==> config.mk <==
export PLATFORM = sky130hd
export DESIGN_NAME = countdown_timer
export DESIGN_NICKNAME = d
export VERILOG_FILES = /design/src/rtl/countdown_timer_pkg.sv /design/src/rtl/bcd_dec_digit.sv /design/src/rtl/countdown_timer.sv
export SDC_FILE = /design/constraint.sdc
export NUM_CORES = 1
export LEC_CHECK = 0
export ABC_AREA = 1
export CAP_MARGIN = 0
export CORE_ASPECT_RATIO = 1.25
export CORE_UTILIZATION = 57
export DETAILED_ROUTE_END_ITERATION = 7
export PLACE_DENSITY = 0.79
export SYNTH_ARGS = -nofsm -noshare
export SYNTH_HDL_FRONTEND = slang
export SYNTH_SLANG_ARGS = --single-unit
==> constraint.sdc <==
create_clock -name clk -period 2 [get_ports clk]
set_input_delay 0.6 -clock clk [delete_from_list [all_inputs] [get_ports clk]]
set_output_delay 0.6 -clock clk [all_outputs]
set_load 0.05 [all_outputs]
==> src/rtl/countdown_timer_pkg.sv <==
// Shared definitions for the countdown timer: FSM encoding, BCD digit limits
// and the load-value clamp.
package countdown_timer_pkg;

    typedef enum logic [1:0] {
        ST_IDLE  = 2'd0,
        ST_RUN   = 2'd1,
        ST_PAUSE = 2'd2,
        ST_DONE  = 2'd3
    } state_t;

    localparam int             BCD_W   = 4;
    localparam logic [BCD_W-1:0] BCD_MAX = 4'd9;

    // Out-of-range BCD digits saturate to 9 rather than being rejected.
    function automatic logic [2*BCD_W-1:0] clamp_bcd(input logic [2*BCD_W-1:0] v);
        logic [BCD_W-1:0] tens;
        logic [BCD_W-1:0] ones;
        tens = (v[2*BCD_W-1:BCD_W] > BCD_MAX) ? BCD_MAX : v[2*BCD_W-1:BCD_W];
        ones = (v[BCD_W-1:0] > BCD_MAX) ? BCD_MAX : v[BCD_W-1:0];
        return {tens, ones};
    endfunction

endpackage

==> src/rtl/bcd_dec_digit.sv <==
// One BCD digit of the down-counter: decrements when enabled, wrapping 0 -> 9
// and raising borrow so the next-higher digit can be enabled.
module bcd_dec_digit
    import countdown_timer_pkg::*;
(
    input  logic [BCD_W-1:0] val,
    input  logic             en,
    output logic [BCD_W-1:0] next,
    output logic             borrow
);

    always_comb begin
        next   = val;
        borrow = 1'b0;
        if (en) begin
            if (val == '0) begin
                next   = BCD_MAX;
                borrow = 1'b1;
            end else begin
                next = val - 1'b1;
            end
        end
    end

endmodule

==> src/rtl/countdown_timer.sv <==
// Two-digit BCD countdown with an internal prescaler; one decrement per
// TICK_DIV clocks while running, single-cycle expired pulse on reaching 00.
module countdown_timer
    import countdown_timer_pkg::*;
#(
    parameter int TICK_DIV = 100000000,
    parameter int TICK_W   = 27
) (
    input  logic       clk,
    input  logic       rstn,
    input  logic       load,
    input  logic [7:0] load_value,
    input  logic       start,
    input  logic       stop,
    output logic [7:0] time_reading,
    output logic       running,
    output logic       expired
);

    localparam logic [TICK_W-1:0] TICK_LAST = TICK_W'(TICK_DIV - 1);
    localparam logic [7:0]        READ_ONE  = 8'h01;

    state_t            state;
    state_t            state_nxt;
    logic [TICK_W-1:0] prescaler;
    logic              tick;
    logic              reading_zero;
    logic [BCD_W-1:0]  ones_nxt;
    logic [BCD_W-1:0]  tens_nxt;
    logic              ones_borrow;
    logic              tens_borrow;
    logic              dec_ok;

    assign reading_zero = (time_reading == 8'h00);
    assign tick         = (state == ST_RUN) && (prescaler == TICK_LAST);
    // A borrow out of the tens digit would mean wrapping below 00; never commit it.
    assign dec_ok       = tick && !tens_borrow;

    bcd_dec_digit u_ones (
        .val    (time_reading[BCD_W-1:0]),
        .en     (tick),
        .next   (ones_nxt),
        .borrow (ones_borrow)
    );

    bcd_dec_digit u_tens (
        .val    (time_reading[2*BCD_W-1:BCD_W]),
        .en     (ones_borrow),
        .next   (tens_nxt),
        .borrow (tens_borrow)
    );

    always_ff @(posedge clk or negedge rstn) begin
        if (!rstn) begin
            state <= ST_IDLE;
        end else begin
            state <= state_nxt;
        end
    end

    // load overrides everything; stop outranks start in the same cycle.
    always_comb begin
        state_nxt = state;
        if (load) begin
            state_nxt = ST_IDLE;
        end else begin
            case (state)
                ST_IDLE:  if (start && !stop && !reading_zero) state_nxt = ST_RUN;
                ST_RUN: begin
                    if (dec_ok && (time_reading == READ_ONE)) state_nxt = ST_DONE;
                    else if (stop)                             state_nxt = ST_PAUSE;
                end
                ST_PAUSE: if (start && !stop) state_nxt = ST_RUN;
                ST_DONE:  state_nxt = ST_DONE;
                default:  state_nxt = ST_IDLE;
            endcase
        end
    end

    always_comb begin
        running = (state == ST_RUN);
    end

    // The prescaler keeps its value across PAUSE so a resumed count finishes
    // the partial second instead of restarting it.
    always_ff @(posedge clk or negedge rstn) begin
        if (!rstn) begin
            time_reading <= 8'h00;
            prescaler    <= '0;
            expired      <= 1'b0;
        end else begin
            expired <= 1'b0;
            if (load) begin
                time_reading <= clamp_bcd(load_value);
                prescaler    <= '0;
            end else if (state == ST_RUN) begin
                if (tick) begin
                    prescaler <= '0;
                    if (dec_ok) begin
                        time_reading <= {tens_nxt, ones_nxt};
                        expired      <= (time_reading == READ_ONE);
                    end
                end else begin
                    prescaler <= prescaler + TICK_W'(1);
                end
            end
        end
    end

endmodule

# Word-level counts from Yosys, hierarchy flattened
# Cells that the tools add are included.
# totals
register_bits	38
inputBits	13
wordCells	63
# op_classes
muxes	26
order_cmp	2
n_eq_ne	8
add_sub_neg	3
n_reduce_logical	19
# ops
cell	n
2-to-1 mux 27 bit	3
2-to-1 mux 8 bit	4
adder 27 x 1 -> 27 bit, second input constant	1
== test 27 bit, second input constant	1
2-to-1 mux 4 bit	5
2-to-1 mux 2 bit	5
== test 8 x 1 -> 1 bit, second input constant	1
> comparator 4 bit, second input constant	2
logical NOT 4 bit	2
logical NOT 8 bit	1
2-to-1 mux 1 bit	8
case mux 2 bit (4 select lines)	1
nonzero test 2 bit	4
subtractor 4 x 1 -> 4 bit, second input constant	2
inequality test 3 bit, second input constant	2
AND reduction 3 bit	2
logical AND 1 bit	5
== test 2 bit, second input constant	2
inequality test 4 x 3 -> 1 bit, second input constant	1
AND reduction 4 bit	1
logical NOT 1 bit	3
== test 2 x 1 -> 1 bit, second input constant	1
logical NOT 2 bit	1

# Depth between registers and ports, before layout
# logic_depth
depth_word	10
mapped_depth	10

# Modules after synthesis
# From an unflattened synthesis, not the netlist that was laid out.
# unflattened
cells_unflattened	381
hier_area_um2	2625.0
# by_module_without_submodules
module	area_per_inst_um2	seq_area_each_um2	cells_each	n_inst
countdown_timer	2449.8	950.9	347	1
bcd_dec_digit	87.6	0.0	17	2

# Worst setup path before layout
# Ideal clock, no wire load.
# synth_path
path_type	register to register
startpoint	register time_reading[4]
endpoint	register state[0]
arrival_ns	1.533
path_stages_with_launch	8
setup_slack_ns	0.343
required_time_ns	1.876
setup_time_ns	0.124
path_buffers	0
path_cell_list	dfrtp_1 -> nor2_1 -> nand3_1 -> nor2_1 -> nand4_2 -> nand2_1 -> inv_1 -> o21bai_1
# synth_via
elab_chain_len	9
word_cells_on_any_way	16
# synth_lines
item	line	rtl
from (decl)	countdown_timer.sv:15	output logic [7:0] time_reading,
from (signal assigned)	countdown_timer.sv:94	time_reading <= clamp_bcd(load_value);
from (signal assigned)	countdown_timer.sv:100	time_reading <= {tens_nxt, ones_nxt};
logical NOT 4 bit	bcd_dec_digit.sv:16	if (val == '0) begin
2-to-1 mux 1 bit	bcd_dec_digit.sv:16	
2-to-1 mux 1 bit	bcd_dec_digit.sv:15	if (en) begin
logical NOT 1 bit	countdown_timer.sv:37	assign dec_ok = tick && !tens_borrow;
logical AND 1 bit	countdown_timer.sv:37	
logical AND 1 bit	countdown_timer.sv:70	if (dec_ok && (time_reading == READ_ONE)) state_nxt = ST_DONE;
2-to-1 mux 2 bit	countdown_timer.sv:70	
case mux 2 bit (4 select lines)	countdown_timer.sv:67	case (state)
2-to-1 mux 2 bit	countdown_timer.sv:64	if (load) begin
to (signal assigned)	countdown_timer.sv:57	state <= state_nxt;
to (decl)	countdown_timer.sv:23	state_t state;
# Parallel ways exist; a longest one is shown, timed or not.
# A chain may end at the register's enable or synchronous reset.

# Final worst setup path
# layout_path
startpoint	input load
endpoint	register prescaler[14]
# layout_via
elab_chain_len	1
word_cells_on_any_way	2
# layout_lines
item	line	rtl
from (decl)	countdown_timer.sv:11	input logic load,
2-to-1 mux 27 bit / nonzero test 2 bit (equally long branches)	-	
to (signal assigned)	countdown_timer.sv:104	prescaler <= prescaler + TICK_W'(1);
to (decl)	countdown_timer.sv:25	logic [TICK_W-1:0] prescaler;
# Parallel ways exist; a longest one is shown, timed or not.

==> metrics.txt <==
status=completed; P per Cell Area=627.4 nW/um2; initial DRC count=116; CP required=2220 ps; kind of critical path=in2reg; CTS tree=built; die height=75.43 um; largest net degree at the start of global routing=39; Worst Tran Pin Value=510.8 ps; Reg clk slew, reported paths=70 ps; Final min period=1784 ps; Synth Cell Area=2459 um2; Rows=26; synthesized area per cell=7.025 um2; Yosys warnings=0; critical path capture point type=flip-flop; Pre-Repair DR Iteration Count=5; Routed WL=5.324 mm; initial antenna violation count=0; LEAKAGE=1.356 nW; final core occ=0.6999; Post-CTS Setup Repair Bufs=0; Hold Buf Count CTS=0; Syn Inst Count=350; first-pass GRT wire length=8.832 mm; min-delay worst type=in2async; DR vias/cell=5.175; Max clock buf depth=2; initial cell density of the core=0.5998; R2R setup slack=270 ps; finished layout cell area=2869 um2; Inserted Clock Buffers=5; vias in the first global route=2,081; RR Endpoint=prescaler[14]$_DFFE_PN0P_; RD Place Congestion=0.9215; syn_nets=364; CTS H-Tree Depth=2; detailed placement HPWL=4.094 mm; Critical Path Source=load; clock skew=3.077 ps; total grt overflow=0; FMAX=560.4 MHz; CP startpoint kind=primary input; Nets=398; die area=4582 um2; maximum vdd drop=522.6 uV; r2r startpoint=prescaler[0]$_DFFE_PN0P_; ANT nets after route=0; maximum fanout along the worst path=4; post-synthesis sequential area ratio=0.3868; Root Buffer=clkbuf_8; register bit count reported by yosys=38; post-CTS resize count=0; Final Setup Violations=0; headroom to the max-slew limit=0.6563; final period utilization=0.8921; worst r2r path cells=10; Final Max Slew Viols=0; CTS sink count=38; core footprint=4099 um2; final hold vios=0; IO Pins=23; crit path DAT=2000 ps; Placed Area=2778 um2; number of I/O port buffers=22; Vias=2,282; fill count=375; Diodes inserted=0; GRT Overall Usage=0.2626; P&R area growth vs syn=16.69%; DRC Markers=0; post-synth cell types=34; Chip Width=60.74 um; RSZ-0062 raised after global routing=false; Avg WL per Cell=12.07 um; clk_lat worst skew=290 ps; share of layout cells above drive strength 1=0.1377; number of max-cap violations=0
==> stage by stage <==
| step | std cells | total power (W) | setup WS [ps] | hold WS (ps) | TNS, ps |
|---|---|---|---|---|---|
| global placement | 433 | 0.001256 | -26.86 | 485.9 | -26.86 |
| floorplan | 350 | 0.001106 | 342.8 | 304.4 | 0 |
| global route | 441 | 0.001890 | 85.28 | 405.9 | 0 |
| finish | 441 | 0.001800 | 215.7 | 353.0 | 0 |
| CTS | 441 | 0.001807 | 235.1 | 373.6 | 0 |
| detailed placement | 433 | 0.001263 | -49.98 | 498.4 | -65.17 |
==> power by group <==
part,switching (W),internal [W]
clock,0.000274,0.000278
combinational,0.000267,0.000138
sequential,0.0000395,0.000804
total,0.000580,0.00122
==> cell families (layout without fill, tap and decap cells) <==
kind of cell	count (synthesis)	in the layout	synth area share
flip-flops	38	38	0.3868
AO/OA/AOI/OAI	53	53	0.1171
XOR/XNOR	6	6	0.02137
adder cells (fa/ha/maj)	1	1	0.005088
buffers and inverters	55	90	0.08804
AND/OR/NAND/NOR	197	197	0.3817
==> worst max-delay path: stages <==
cell and delay (ps):
clkdlybuf4s50_1 470, inv_1 60, nand2_1 120, inv_1 110, nor2_2 130, nand3_1 150, nor2_1 170, o21ai_1 80
a21oi_1 120
==> worst max-delay path by stage <==
stage	depth (start not counted)	to
6_report	9	prescaler[14]$_DFFE_PN0P_
2_1_floorplan	7	state[0]$_DFFE_PN0P_
3_3_place_gp	9	prescaler[9]$_DFFE_PN0P_
5_1_grt	9	prescaler[14]$_DFFE_PN0P_
3_5_place_dp	9	prescaler[9]$_DFFE_PN0P_
4_1_cts	4	running
==> sequential cells by signal, indices dropped and copies added, names as in the netlist <==
name	cells
expired	1
prescaler	27
state	2
time_reading	8
==> cells in the mapped netlist (all sizes together) <==
cell,count,area [um2]
nand2,93,379.1
nor2,57,269.0
inv,50,187.7
dfrtp,38,950.9
nand3,28,145.1
o21ai,24,120.1
a21oi,19,95.09
nor3,13,85.08
xor2,6,52.55
a31oi,3,18.77
buf,3,21.27
nand4,3,40.04
o21a,3,22.52
clkbuf,2,7.510
a211oi,1,7.510
a22oi,1,7.510
a32oi,1,8.760
and2,1,6.260
ha,1,12.51
nand3b,1,7.510
nor4,1,6.260
o21bai,1,7.510
==> layer usage <==
layer | GRT usage | part of all wire
met5 | 0 | 0
met2 | 0.4652 | 0.50
met3 | 0.04754 | 0.026
met4 | 0.1237 | 0.032
met1 | 0.3035 | 0.44
==> layout make-up <==
cell class / count / area (um2) / share of cell area
Multi-Input combinational cell: 257 / 1291 / 0.4501
Sequential cell: 38 / 950.9 / 0.3314
Timing Repair Buffer: 32 / 277.8 / 0.09682
Inverter: 50 / 187.7 / 0.06542
Clock buffer: 7 / 86.33 / 0.03009
Tap cell: 56 / 70.07 / 0.02442
Clock inverter: 1 / 5.005 / 0.001744
==> placed cells by master (no fill, tap or decap), types with 2 or more instances in the layout <==
cell type / n
clkbuf_8: 6
inv_1: 47
nor2_2: 3
xor2_1: 6
nand2_2: 6
o21ai_0: 20
clkdlybuf4s50_1: 11
a31oi_1: 3
nor2_8: 2
a21oi_1: 19
buf_4: 19
nor2_1: 50
inv_2: 3
nand3_1: 27
nand2_4: 2
dfrtp_1: 38
o21a_1: 3
nor3_1: 9
nor2_4: 2
nand2_1: 85
o21ai_1: 4
nor3_2: 4
No activity file was read; power rests on OpenSTA's default activity.
